**src/rtl/tape_load_decoder.sv**
```systemverilog
// Tape EAR decoder: measures half-periods in T-state ticks and turns ROM-format
// (or half-length turbo) tape signal into bytes, with block status strobes.
module tape_load_decoder #(
    parameter int unsigned PRESCALE   = 16,
    parameter int unsigned CNT_W      = 12,
    parameter int unsigned PILOT_MIN  = 256,
    parameter int unsigned GLITCH_MIN = 200,
    parameter int unsigned BIT_SPLIT  = 1280,
    parameter int unsigned PILOT_LO   = 1800,
    parameter int unsigned PILOT_HI   = 2600
) (
    input  logic        i_clock,
    input  logic        i_reset_n,
    input  logic        i_ear,
    input  logic        i_turbo,
    input  logic        i_enable,
    output logic [7:0]  o_data,
    output logic        o_data_valid,
    output logic [15:0] o_byte_cnt,
    output logic        o_block_active,
    output logic        o_pilot_det,
    output logic        o_block_end,
    output logic        o_error
);
    localparam int unsigned PRE_W = (PRESCALE > 1) ? $clog2(PRESCALE) : 1;
    localparam logic [CNT_W-1:0] TICK_MAX = '1;

    typedef enum logic [2:0] {S_IDLE, S_PILOT, S_SYNC2, S_DATA_A, S_DATA_B} state_t;
    typedef enum logic [2:0] {C_NOISE, C_SHORT, C_LONG, C_PILOT, C_OVER} class_t;

    logic             ear_s1_q, ear_s2_q, ear_dly_q, edge_q;
    logic [PRE_W-1:0] pre_q, pre_d;
    logic [CNT_W-1:0] tick_q, tick_d, half_len;
    state_t           state_q, state_d;
    logic             turbo_q, turbo_d;
    logic [9:0]       pcnt_q, pcnt_d;
    logic [2:0]       bcnt_q, bcnt_d;
    logic             bit_q, bit_d;
    logic [6:0]       shift_q, shift_d;
    logic [7:0]       data_q, data_d;
    logic [15:0]      byte_cnt_q, byte_cnt_d;
    logic             valid_q, valid_d, end_q, end_d, err_q, err_d;
    logic             pre_wrap, saturated, is_bit;
    logic [31:0]      h_ext;
    class_t           cls;

    function automatic logic [31:0] thr(input logic [31:0] v, input logic halve);
        return halve ? (v >> 1) : v;
    endfunction

    // Two-flop synchronizer, delay flop and registered edge flag
    always_ff @(posedge i_clock or negedge i_reset_n) begin
        if (!i_reset_n) begin
            ear_s1_q  <= 1'b0;
            ear_s2_q  <= 1'b0;
            ear_dly_q <= 1'b0;
            edge_q    <= 1'b0;
        end else begin
            ear_s1_q  <= i_ear;
            ear_s2_q  <= ear_s1_q;
            ear_dly_q <= ear_s2_q;
            edge_q    <= ear_s2_q ^ ear_dly_q;
        end
    end

    // Half-period measurement and classification against (optionally halved) thresholds
    always_comb begin
        pre_wrap  = (pre_q == PRE_W'(PRESCALE - 1));
        half_len  = (pre_wrap && tick_q != TICK_MAX) ? tick_q + CNT_W'(1) : tick_q;
        saturated = (half_len == TICK_MAX);
        h_ext     = 32'(half_len);
        if (h_ext < thr(GLITCH_MIN, turbo_q))      cls = C_NOISE;
        else if (h_ext < thr(BIT_SPLIT, turbo_q))  cls = C_SHORT;
        else if (h_ext < thr(PILOT_LO, turbo_q))   cls = C_LONG;
        else if (h_ext <= thr(PILOT_HI, turbo_q))  cls = C_PILOT;
        else                                       cls = C_OVER;
        is_bit = (cls == C_SHORT) || (cls == C_LONG);
    end

    // Decoder next state: enable dominates, then edges, then timeout
    always_comb begin
        state_d    = state_q;
        pre_d      = pre_wrap ? '0 : pre_q + PRE_W'(1);
        tick_d     = half_len;
        turbo_d    = turbo_q;
        pcnt_d     = pcnt_q;
        bcnt_d     = bcnt_q;
        bit_d      = bit_q;
        shift_d    = shift_q;
        data_d     = data_q;
        byte_cnt_d = byte_cnt_q;
        valid_d    = 1'b0;
        end_d      = 1'b0;
        err_d      = 1'b0;
        if (!i_enable) begin
            state_d = S_IDLE;
            pre_d   = '0;
            tick_d  = '0;
            pcnt_d  = '0;
            bcnt_d  = '0;
        end else if (edge_q) begin
            pre_d  = '0;
            tick_d = '0;
            unique case (state_q)
                S_IDLE: begin
                    state_d = S_PILOT;
                    pcnt_d  = '0;
                    turbo_d = i_turbo;
                end
                S_PILOT: begin
                    if (cls == C_PILOT) begin
                        if (pcnt_q != '1) pcnt_d = pcnt_q + 10'd1;
                    end else if (cls == C_SHORT && 32'(pcnt_q) >= PILOT_MIN) begin
                        state_d = S_SYNC2;
                    end else begin
                        pcnt_d = '0;
                    end
                end
                S_SYNC2: begin
                    if (cls == C_SHORT) begin
                        state_d    = S_DATA_A;
                        bcnt_d     = '0;
                        byte_cnt_d = '0;
                    end else begin
                        err_d   = 1'b1;
                        state_d = S_IDLE;
                    end
                end
                S_DATA_A: begin
                    if (is_bit) begin
                        bit_d   = (cls == C_LONG);
                        state_d = S_DATA_B;
                    end else begin
                        err_d   = 1'b1;
                        state_d = S_IDLE;
                    end
                end
                S_DATA_B: begin
                    if (is_bit && ((cls == C_LONG) == bit_q)) begin
                        shift_d = {shift_q[5:0], bit_q};
                        state_d = S_DATA_A;
                        if (bcnt_q == 3'd7) begin
                            data_d     = {shift_q, bit_q};
                            valid_d    = 1'b1;
                            byte_cnt_d = byte_cnt_q + 16'd1;
                            bcnt_d     = '0;
                        end else begin
                            bcnt_d = bcnt_q + 3'd1;
                        end
                    end else begin
                        err_d   = 1'b1;
                        state_d = S_IDLE;
                    end
                end
                default: state_d = S_IDLE;
            endcase
        end else if (saturated && state_q != S_IDLE) begin
            state_d = S_IDLE;
            if (state_q == S_DATA_A || state_q == S_DATA_B) begin
                end_d = 1'b1;
                err_d = (state_q == S_DATA_B) || (bcnt_q != '0);
            end
        end
    end

    // Decoder state registers
    always_ff @(posedge i_clock or negedge i_reset_n) begin
        if (!i_reset_n) begin
            state_q    <= S_IDLE;
            pre_q      <= '0;
            tick_q     <= '0;
            turbo_q    <= 1'b0;
            pcnt_q     <= '0;
            bcnt_q     <= '0;
            bit_q      <= 1'b0;
            shift_q    <= '0;
            data_q     <= '0;
            byte_cnt_q <= '0;
            valid_q    <= 1'b0;
            end_q      <= 1'b0;
            err_q      <= 1'b0;
        end else begin
            state_q    <= state_d;
            pre_q      <= pre_d;
            tick_q     <= tick_d;
            turbo_q    <= turbo_d;
            pcnt_q     <= pcnt_d;
            bcnt_q     <= bcnt_d;
            bit_q      <= bit_d;
            shift_q    <= shift_d;
            data_q     <= data_d;
            byte_cnt_q <= byte_cnt_d;
            valid_q    <= valid_d;
            end_q      <= end_d;
            err_q      <= err_d;
        end
    end

    assign o_data         = data_q;
    assign o_data_valid   = valid_q;
    assign o_byte_cnt     = byte_cnt_q;
    assign o_block_active = (state_q == S_SYNC2) || (state_q == S_DATA_A) || (state_q == S_DATA_B);
    assign o_pilot_det    = (state_q == S_PILOT) && (32'(pcnt_q) >= PILOT_MIN);
    assign o_block_end    = end_q;
    assign o_error        = err_q;
endmodule

```
**config.mk**
```make
export PLATFORM = sky130hd
export DESIGN_NAME = tape_load_decoder
export DESIGN_NICKNAME = d
export VERILOG_FILES = /design/src/rtl/tape_load_decoder.sv
export SDC_FILE = /design/constraint.sdc
export NUM_CORES = 1
export LEC_CHECK = 0
export ABC_AREA = 1
export BUFFER_PORTS_ARGS = -buffer_cell sky130_fd_sc_hd__buf_2
export CORE_UTILIZATION = 61
export CTS_CLUSTER_SIZE = 40
export DETAILED_ROUTE_END_ITERATION = 7
export PLACE_DENSITY = 0.81
export SLEW_MARGIN = 20
export SYNTH_ARGS = -nofsm -noshare
export SYNTH_HDL_FRONTEND = slang
export SYNTH_SLANG_ARGS = --single-unit
export TNS_END_PERCENT = 20
```
**constraint.sdc**
```tcl
create_clock -name i_clock -period 4 [get_ports i_clock]
set_input_delay 0.8 -clock i_clock [delete_from_list [all_inputs] [get_ports i_clock]]
set_output_delay 0.8 -clock i_clock [all_outputs]
set_load 0.02 [all_outputs]
```
After elaboration in Yosys (flattened, before gate mapping). Cells that the tools add are included.

Add/subtract/negate cells: 5. Multiply operators: 0. Div/mod/pow operators: 0. Order comparisons: 5. Equality and inequality tests: 26. Shifts and indexed selects: 0. Mux-type cells: 56. Bitwise operators: 1. Reduce and logical (&&, ||, !) cells: 22.

Operators by type and width (count): 10-bit 2-to-1 mux (5); 12-bit 2-to-1 mux (4); 16-bit 2-to-1 mux (3); 3-bit 2-to-1 mux (15); 16-bit one-hot mux with 2 select lines (1); 12-bit by 11-bit < comparator with 1-bit output (2); 11-bit 2-to-1 mux (2); 10-bit one-hot mux with 2 select lines (1); 16-bit by 1-bit adder with 16-bit output, second input constant (1); 1-bit 2-to-1 mux (16); 4-bit inequality test, second input constant (4); 4-bit AND reduction (4); 3-bit one-hot mux with 5 select lines (1); 12-bit by 1-bit adder with 12-bit output, second input constant (1); 12-bit == test, second input constant (1); 3-bit by 2-bit == test with 1-bit output, second input constant (4); 12-bit less-or-equal comparator (1); 12-bit by 8-bit < comparator with 1-bit output (1); 4-bit 2-to-1 mux (3); 12-bit inequality test, second input constant (1); 10-bit by 1-bit adder with 10-bit output, second input constant (1); 10-bit by 9-bit >= comparator with 1-bit output, second input constant (1); 10-bit inequality test, second input constant (1); 3-bit by 1-bit inequality test with 1-bit output, second input constant (3); other kinds (22) (38).

Bits in registers: 72. Latch bits: 0. Bits in writable memories: 0. ROM bits: 0. Bits of input ports: 5. Output and inout bits: 29. Logic and storage cells: 132. Memories: 0.

Logic depth before layout (Yosys ltp). Gate-level depths: netlist of the first run.

Word-level depth: 15. Gate-level depth with buffers: 27. Depth with buffers taken out: 26.

Worst setup path before layout of the first run. No wires, ideal clock.

Path type: reg-to-reg. From: register tick_q[0]. To: register pcnt_q[0]. Library setup time: 113 ps. Data arrival time: 2948 ps. Data required time: 3887 ps. Path slack: 939 ps. Stages on the path, launching flop included: 28. Path buffers: 2. Clock period less this slack: 3061 ps. Cells stage by stage: dfrtp_1 ha_1 inv_2 nor2_4 nand3_2 nand2_4 buf_8 nor2_1 xor2_1 inv_1 ha_1 inv_1 nor2_1 nor2_1 inv_1 o21ai_0 nand2_1 nand2_1 nand2_4 nand2_4 inv_1 nand3_2 nor2_2 nor2_2 buf_6 o21ai_2 nand2_1 inv_1.

Cells in the longest elaborated chain, start to end: 13. Elaborated cells on any way between the ends: 22. Those cells by class: add/sub (1); order compare (4); eq/ne (5); mux (9); reduce/logical (3).

Ends and longest elaborated chain: start, declared (line 33) `logic [CNT_W-1:0] tick_q, tick_d, half_len;`; start signal, assigned (line 185) `tick_q <= tick_d;`; branches (longest 2 deep; another with 12-bit by 1-bit adder with 12-bit output); 12-bit 2-to-1 mux * (line 69) `half_len = (pre_wrap && tick_q != TICK_MAX) ? tick_q + CNT_W'(1) : tick_q;`; 12-bit less-or-equal comparator (line 75) `else if (h_ext <= thr(PILOT_HI, turbo_q)) cls = C_PILOT;`; 3-bit 2-to-1 mux (line 75); 3-bit 2-to-1 mux (line 74) `else if (h_ext < thr(PILOT_LO, turbo_q)) cls = C_LONG;`; 3-bit 2-to-1 mux (line 73) `else if (h_ext < thr(BIT_SPLIT, turbo_q)) cls = C_SHORT;`; 3-bit 2-to-1 mux * (line 72) `if (h_ext < thr(GLITCH_MIN, turbo_q)) cls = C_NOISE;`; 3-bit by 2-bit == test with 1-bit output (line 111) `if (cls == C_PILOT) begin`; 10-bit 2-to-1 mux (line 111); 10-bit one-hot mux with 2 select lines (line 104) `unique case (state_q)`; 10-bit 2-to-1 mux (line 101) `end else if (edge_q) begin`; 10-bit 2-to-1 mux (line 95) `if (!i_enable) begin`; end signal, assigned (line 187) `pcnt_q <= pcnt_d;`; end, declared (line 36) `logic [9:0] pcnt_q, pcnt_d;`.

Every way passes the cells marked *. The select of a mux whose other input is x is not followed. A chain may end at the register's enable or synchronous reset.

Final worst setup path of the first run.
From: register tick_q[0]. To: register pcnt_q[8].

Same word-level chain as after synthesis.

==> metrics, run 1 <==
Area growth syn-to-layout 9.07%; WP data required 4230 ps; std cell rows 31; Slew HR roughly two fifths; Worst path max stage delay 400 ps; count leader, synth nand2_1; Hold Slack 358 ps; final layout net count approximately 700; Overall Global Routing Usage approximately 28%; Top FF cell, synth dfrtp_1; Worst Hold Class flop to flop; biggest area consumer among synthesized cells dfrtp_1; CTS tree done; antenna violations before repair 0; Port Buffers 33; LEAKAGE around 2.7 nW; DR DRC count 0; DR vias approximately 4300; via/cell ratio approximately 5.5; CTS sink cnt just over 70; largest net degree at the start of global routing 73; HPWL Detailed between 7 and 8 mm; fraction of layout cells with a size suffix above 1 14.8%; Synth top cells by count nand2_1, nor2_1, dfrtp_1, inv_1, nand3_1; Initial DRT Pass Iterations 7; crit path max-delay cell type dfrtp_1; setup TNS 0 ps; core region area 7410 sq um; Initial Util 64.2%; Root Buffer clkbuf_8; setup ws final roughly 350 ps; shortest period the worst path allows ~3600 ps; arrival time worst endpoint ~3900 ps; Die Ht roughly 90 um; cts hold-fix bufs 0; Worst-Margin Slew 903 ps; CP most frequent cell inv_1; First DRT Iteration DRCs between 200 and 300; Fmax achieved ~270 MHz; total CTS buffers 9; final hold vios 0; CP startpoint kind flop; Cell variety after synth 41; mapped cell area roughly 4800 sq um; ANT cells 0; reported max-cap violation count 0; Crit. End Element flop; vias in the first global route 4133; Clk pin slew, worst setup/hold paths roughly 70 ps; pre-CTS setup slack between 400 and 500 ps; flip-flop and latch area roughly 1800 sq um; Syn Nets 666; Final ANT Viol Nets 0; ranking of synthesized cells by area dfrtp_1, nand2_1, nor2_1; Ys Warns 0; CP Max Fanout 13; status finished clean; setup bufs post-CTS 0; Filler Cell Count between 600 and 700; final setup vio count 0; PwrDens ~300 nW/um^2; clock buffer depth 2; first-pass GRT wire length 18.7 mm; sum of buffers and inverters on the critical path 6; total grt overflow 0; Setup Skew approximately 12 ps; Post-synth ARST share between 90% and 100%; number of flops mapped to enable cells by yosys 0; Yosys reg bits 72; CP Class flop to flop; Clock Latency Late Sink 350 ps; max-slew violation count 0; area of the multi-input gates 2560 sq um; Final Wtd Congestion 0.901; I/O pin count 34; Die W about 90 um; RSZ-0062 raised after global routing false; Routed WL around 11 mm; critical path's top delay family simple AND/OR/NAND/NOR gates; fin crit share a little over 90%; register area share after synthesis between 30% and 40%; Max H-tree Level 3; die area between 8000 and 9000 sq um; top cell type's share of synthesized area between 30 and 40%; maximum VDD drop approximately 0.19 mV; Post-Synthesis Cells roughly 640; Resized cells post-CTS 0; routed length per instance between 10 and 15 um; Syn Area/Cell between 7 and 8 sq um
## worst reg2reg max path, cell delays in order, from the launching register on
cell and delay, ps:
dfrtp_1 400, ha_1 270, inv_2 70, nor2_4 150, nand3_2 110, nand2_4 180, nor2_1 80, xor2_1 190
inv_1 90, ha_1 310, inv_1 60, nor2_1 30, nor2_1 120, inv_1 70, o21ai_0 150, nand2_1 80
nand2_1 100, nand2_4 90, nand2_4 90, inv_1 50, nand3_2 130, nor2_2 50, nor2_2 330, inv_2 170
nand2_1 90, o21ai_1 60
## cell type report
type,count,share of cell area [%]
well taps,99,2.39
clock buffers,11,2.72
repair buffers,36,3.66
clock inverters,5,1.54
inverters,78,5.64
flip-flops and latches,72,34.7
multi-input cells,473,49.3
## through the flow
step	utilization (%)	power (mW)	area, sq um	std cells
2_1_floorplan	-	0.883	4760	639
3_3_place_gp	67.1	0.923	4970	758
3_5_place_dp	67.1	0.930	4970	758
4_1_cts	70.1	1.57	5190	774
5_1_grt	70.1	1.64	5190	774
6_report	70.1	1.57	5190	774
## flip-flops by register name, indices dropped and copies added, names as in the netlist, 3 cells and up
name        flops
bcnt_q          3
o_byte_cnt     16
o_data          8
pcnt_q         10
pre_q           4
shift_q         7
state_q         3
tick_q         12
## final timing paths
kind | to | depth (start not counted) | slack [ps] | startpoint
worst max-delay path | pcnt_q[8] | 25 | 350 | tick_q[0]
worst min-delay path | ear_s2_q | 0 | 360 | ear_s1_q
worst max register to register | pcnt_q[8] | 25 | 350 | tick_q[0]
worst min register to register | ear_s2_q | 0 | 360 | ear_s1_q
max in group asynchronous | shift_q[3] | 1 | 2840 | i_reset_n
min in group asynchronous | tick_q[4] | 1 | 570 | i_reset_n
## logic make-up (layout without fill, tap and decap cells)
logic type | Yosys count | in the layout | synth area share, %
and+or+nand+nor | 394 | 394 | 39.6
buffers and inverters | 94 | 130 | 8.33
DFF | 72 | 72 | 37.9
AOI/OAI and AO/OA | 36 | 36 | 4.60
adders and majority gates | 22 | 22 | 5.78
xor gates and xnor gates | 21 | 21 | 3.86
## power breakdown
part           switching (mW)  internal [mW]
combinational           0.119         0.0450
sequential             0.0175          0.738
clock                   0.279          0.367
total                   0.416           1.15
## layout by cell type, fill, tap and decap left out, types with 3 or more instances in the layout
cell	instances
nor4_1	6
inv_2	4
dfrtp_1	72
a21oi_1	10
buf_2	32
nand2_1	171
o21ai_1	3
ha_1	22
xnor2_1	6
o21ai_0	16
nand4_1	30
xor2_1	15
nor3_1	15
inv_1	72
nand3b_1	4
nor2_1	82
nand2_2	14
nor2_4	3
nand2_4	8
clkbuf_8	10
nand3_1	40
nand3_2	4
nor2_2	7
buf_4	4
## routing by layer
| metal | vias to the layer above | wire length [um] | global-route usage (%) |
|---|---|---|---|
| met5 | - | 0 | 0 |
| met4 | 0 | 158 | 8.74 |
| met3 | 18 | 635 | 4.38 |
| met2 | 145 | 5220 | 50.1 |
| met1 | 2017 | 4490 | 35.5 |
| li1 | 2107 | - | - |
Note: power is estimated with default switching activity, not from simulation.
==> inputs of run 2 (changes only) <==
--- a/config.mk
+++ b/config.mk
@@ -5,7 +5,6 @@
 export SDC_FILE = /design/constraint.sdc
 export NUM_CORES = 1
 export LEC_CHECK = 0
-export ABC_AREA = 1
 export BUFFER_PORTS_ARGS = -buffer_cell sky130_fd_sc_hd__buf_2
 export CORE_UTILIZATION = 61
 export CTS_CLUSTER_SIZE = 40
==> run 2 against run 1 <==
Global-route usage increased by 0.75 points. Sequential share of layout area increased by 0.43 points. Maximum frequency fell by 6.6%. Worst hold slack worse by 3.6 ps. Non-clock buffer count increased by 21. Combinational power grew 21%. Register-to-register slack got worse by 260 ps. Via count fell by 8.0%. Utilization increased by 4.2 points. Highest routed layer unchanged. Total power down 0.83%. Count of clock-buffer cells in the layout down 1.
==> metrics, run 2 <==
status finished clean; Routed WL ~10 mm; Syn Area/Cell 9.66 sq um; number of flops mapped to enable cells by yosys 0; largest net degree at the start of global routing 48; total grt overflow 0; routed length per instance about 17 um; Root Buffer clkbuf_8; Overall Global Routing Usage roughly 29%; Clock Latency Late Sink roughly 380 ps; arrival time worst endpoint a little over 4000 ps; Syn Nets around 490; shortest period the worst path allows between 3000 and 4000 ps; flip-flop and latch area ~1800 sq um; Worst-Margin Slew roughly 690 ps; count leader, synth dfrtp_1; Worst path max stage delay between 500 and 600 ps; CTS tree done; LEAKAGE roughly 2.3 nW; fin crit share between 90% and 100%; First DRT Iteration DRCs 310; max-slew violation count 0; commonest cells after routing, fill and taps aside dfrtp_1, nor2_1, nand2_1; Crit. End Element flop; area of the multi-input gates ~2600 sq um; pre-CTS setup slack -20.1 ps; final hold vios 0; biggest area consumer among synthesized cells dfrtp_1; first-pass GRT wire length 17.1 mm; fin cells 612; Synth top cells by count dfrtp_1, nor2_1, nand2_1; WP data required roughly 4200 ps; clock buffer depth 2; reported max-cap violation count 0; Setup Skew around 16 ps; Final ANT Viol Nets 0; Final Wtd Congestion 0.903; maximum VDD drop approximately 0.24 mV; top cell type's share of synthesized area 40.5%; RSZ-0062 raised after global routing true; DR vias between 3000 and 4000; Initial DRT Pass Iterations 7; Area growth syn-to-layout 15.4%; total CTS buffers 9; mapped cell area about 4400 sq um; die area 7630 sq um; dpl cells around 600; Fmax achieved between 200 and 300 MHz; HPWL Detailed between 7 and 8 mm; Initial Util roughly 64%; final setup vio count 0; CP startpoint kind flop; CTS sink cnt slightly above 70; Ys Warns 0; via/cell ratio 6.44; CP most frequent cell ha_1; most common cell after layout, fill and taps aside dfrtp_1; Worst Hold Class flop to flop; DR DRC count 0; ANT cells 0; vias in the first global route approximately 3600; final layout net count approximately 540; antenna violations before repair 0; fraction of layout cells with a size suffix above 1 around 26%; Slew HR between 50% and 60%; Cell variety after synth 77; Filler Cell Count roughly 530; crit path cell chain ha_1 -> and3_1 -> a2111oi_2 -> xnor2_1 -> inv_1 -> ha_1 -> or4b_4 -> a211oi_4 -> a211oi_1 -> a31oi_4 -> a2111oi_1 -> or4_1; Post-synth ARST share 100%; Post-Synthesis Cells 460; cts hold-fix bufs 0; core region area around 6900 sq um; crit path max-delay cell type or4b_4; PwrDens a little over 300 nW/um^2; Die Ht ~87 um; CP Max Fanout 5; I/O pin count 34; register area share after synthesis roughly two fifths; Clk pin slew, worst setup/hold paths approximately 90 ps; Die W 87.4 um; Top FF cell, synth dfrtp_1; Max H-tree Level 3; CP Class flop to flop; Yosys reg bits 72; max reg flops 16; Port Buffers 33; std cell rows 30; ranking of synthesized cells by area dfrtp_1, ha_1, mux2_2; setup ws final between 90 and 100 ps
run 2: changes by cell type in the layout (fill, tap and decap cells not counted), sizes merged, moves of 9 or more:
cell	change
o31ai	+12
nor2	-49
a21oi	+9
nand2	-151
nand4	-19
xor2	-13
or4	+12
nand3	-27
mux2	+18
buf	+21
inv	-57
run 2: area by class of cell:
| type | instances | area share (%) |
|---|---|---|
| multi-input combinational | 353 | 50.6 |
| sequential | 72 | 35.1 |
| timing repair buffer | 57 | 6.81 |
| clock buffer | 10 | 2.49 |
| tap | 96 | 2.34 |
| clock inverter | 6 | 1.34 |
| inverter | 18 | 1.32 |
run 2: worst paths after layout:
check / startpoint / to / slack (ps) / cells past startpoint
setup / recovery: tick_q[0] / state_q[0] / 90 / 12
max in group asynchronous: i_reset_n / o_data[4] / 2570 / 2
min in group asynchronous: i_reset_n / tick_q[1] / 430 / 1
hold / removal: ear_s1_q / ear_s2_q / 350 / 0
hold reg to reg: ear_s1_q / ear_s2_q / 350 / 0
setup reg to reg: tick_q[0] / state_q[0] / 90 / 12
run 2: cell families (layout without fill, tap and decap cells):
group,after synthesis,after routing,share of synthesized area (%)
muxes,23,23,5.69
and+or+nand+nor,196,196,23.9
adders and majority gates,22,22,6.19
AOI/OAI and AO/OA,103,103,17.9
DFF,72,72,40.5
xor gates and xnor gates,9,9,1.77
buffers and inverters,35,91,3.97
run 2: worst max-delay path, delay by kind of cell, from the launching register on:
family                     cells  cell delay [ps]
adders and majority gates      2              430
buffers and inverters          1               90
AOI/OAI and AO/OA              5             1390
DFF                            1              390
xor gates and xnor gates       1              200
and+or+nand+nor                3             1270
run 2: metal layers:
| metal | track usage (%) | vias up | routed length [um] |
|---|---|---|---|
| met1 | 39.5 | 1932 | 4680 |
| met4 | 10.6 | 0 | 201 |
| met2 | 45.7 | 151 | 5000 |
| met5 | 0 | - | 0 |
| li1 | - | 1832 | - |
| met3 | 6.45 | 27 | 603 |
run 2: power breakdown:
part           total (mW)  internal [mW]  switching (mW)
clock               0.584          0.291           0.293
sequential          0.771          0.738          0.0323
combinational       0.198         0.0735           0.124
run 2: repair_timing:
action                                  in CTS  in global routing
pin swaps                                    0                  5
endpoints found under the hold margin        0                  0
gates resized for setup                      1                 22
endpoints found under the setup margin      10                 42
buffers inserted                             0                  3
run 2: metrics by stage:
step	setup TNS [ps]	utilization (%)	power, mW	hold slack, ps	instance area (sq um)
after floorplan	0	-	0.905	331	4460
after global placement	0	69.4	0.964	334	4790
after detailed placement	-58.1	69.4	0.973	340	4790
after CTS	0	72.2	1.55	359	4990
after global routing	-624	74.2	1.62	363	5130
final	0	74.2	1.55	354	5130
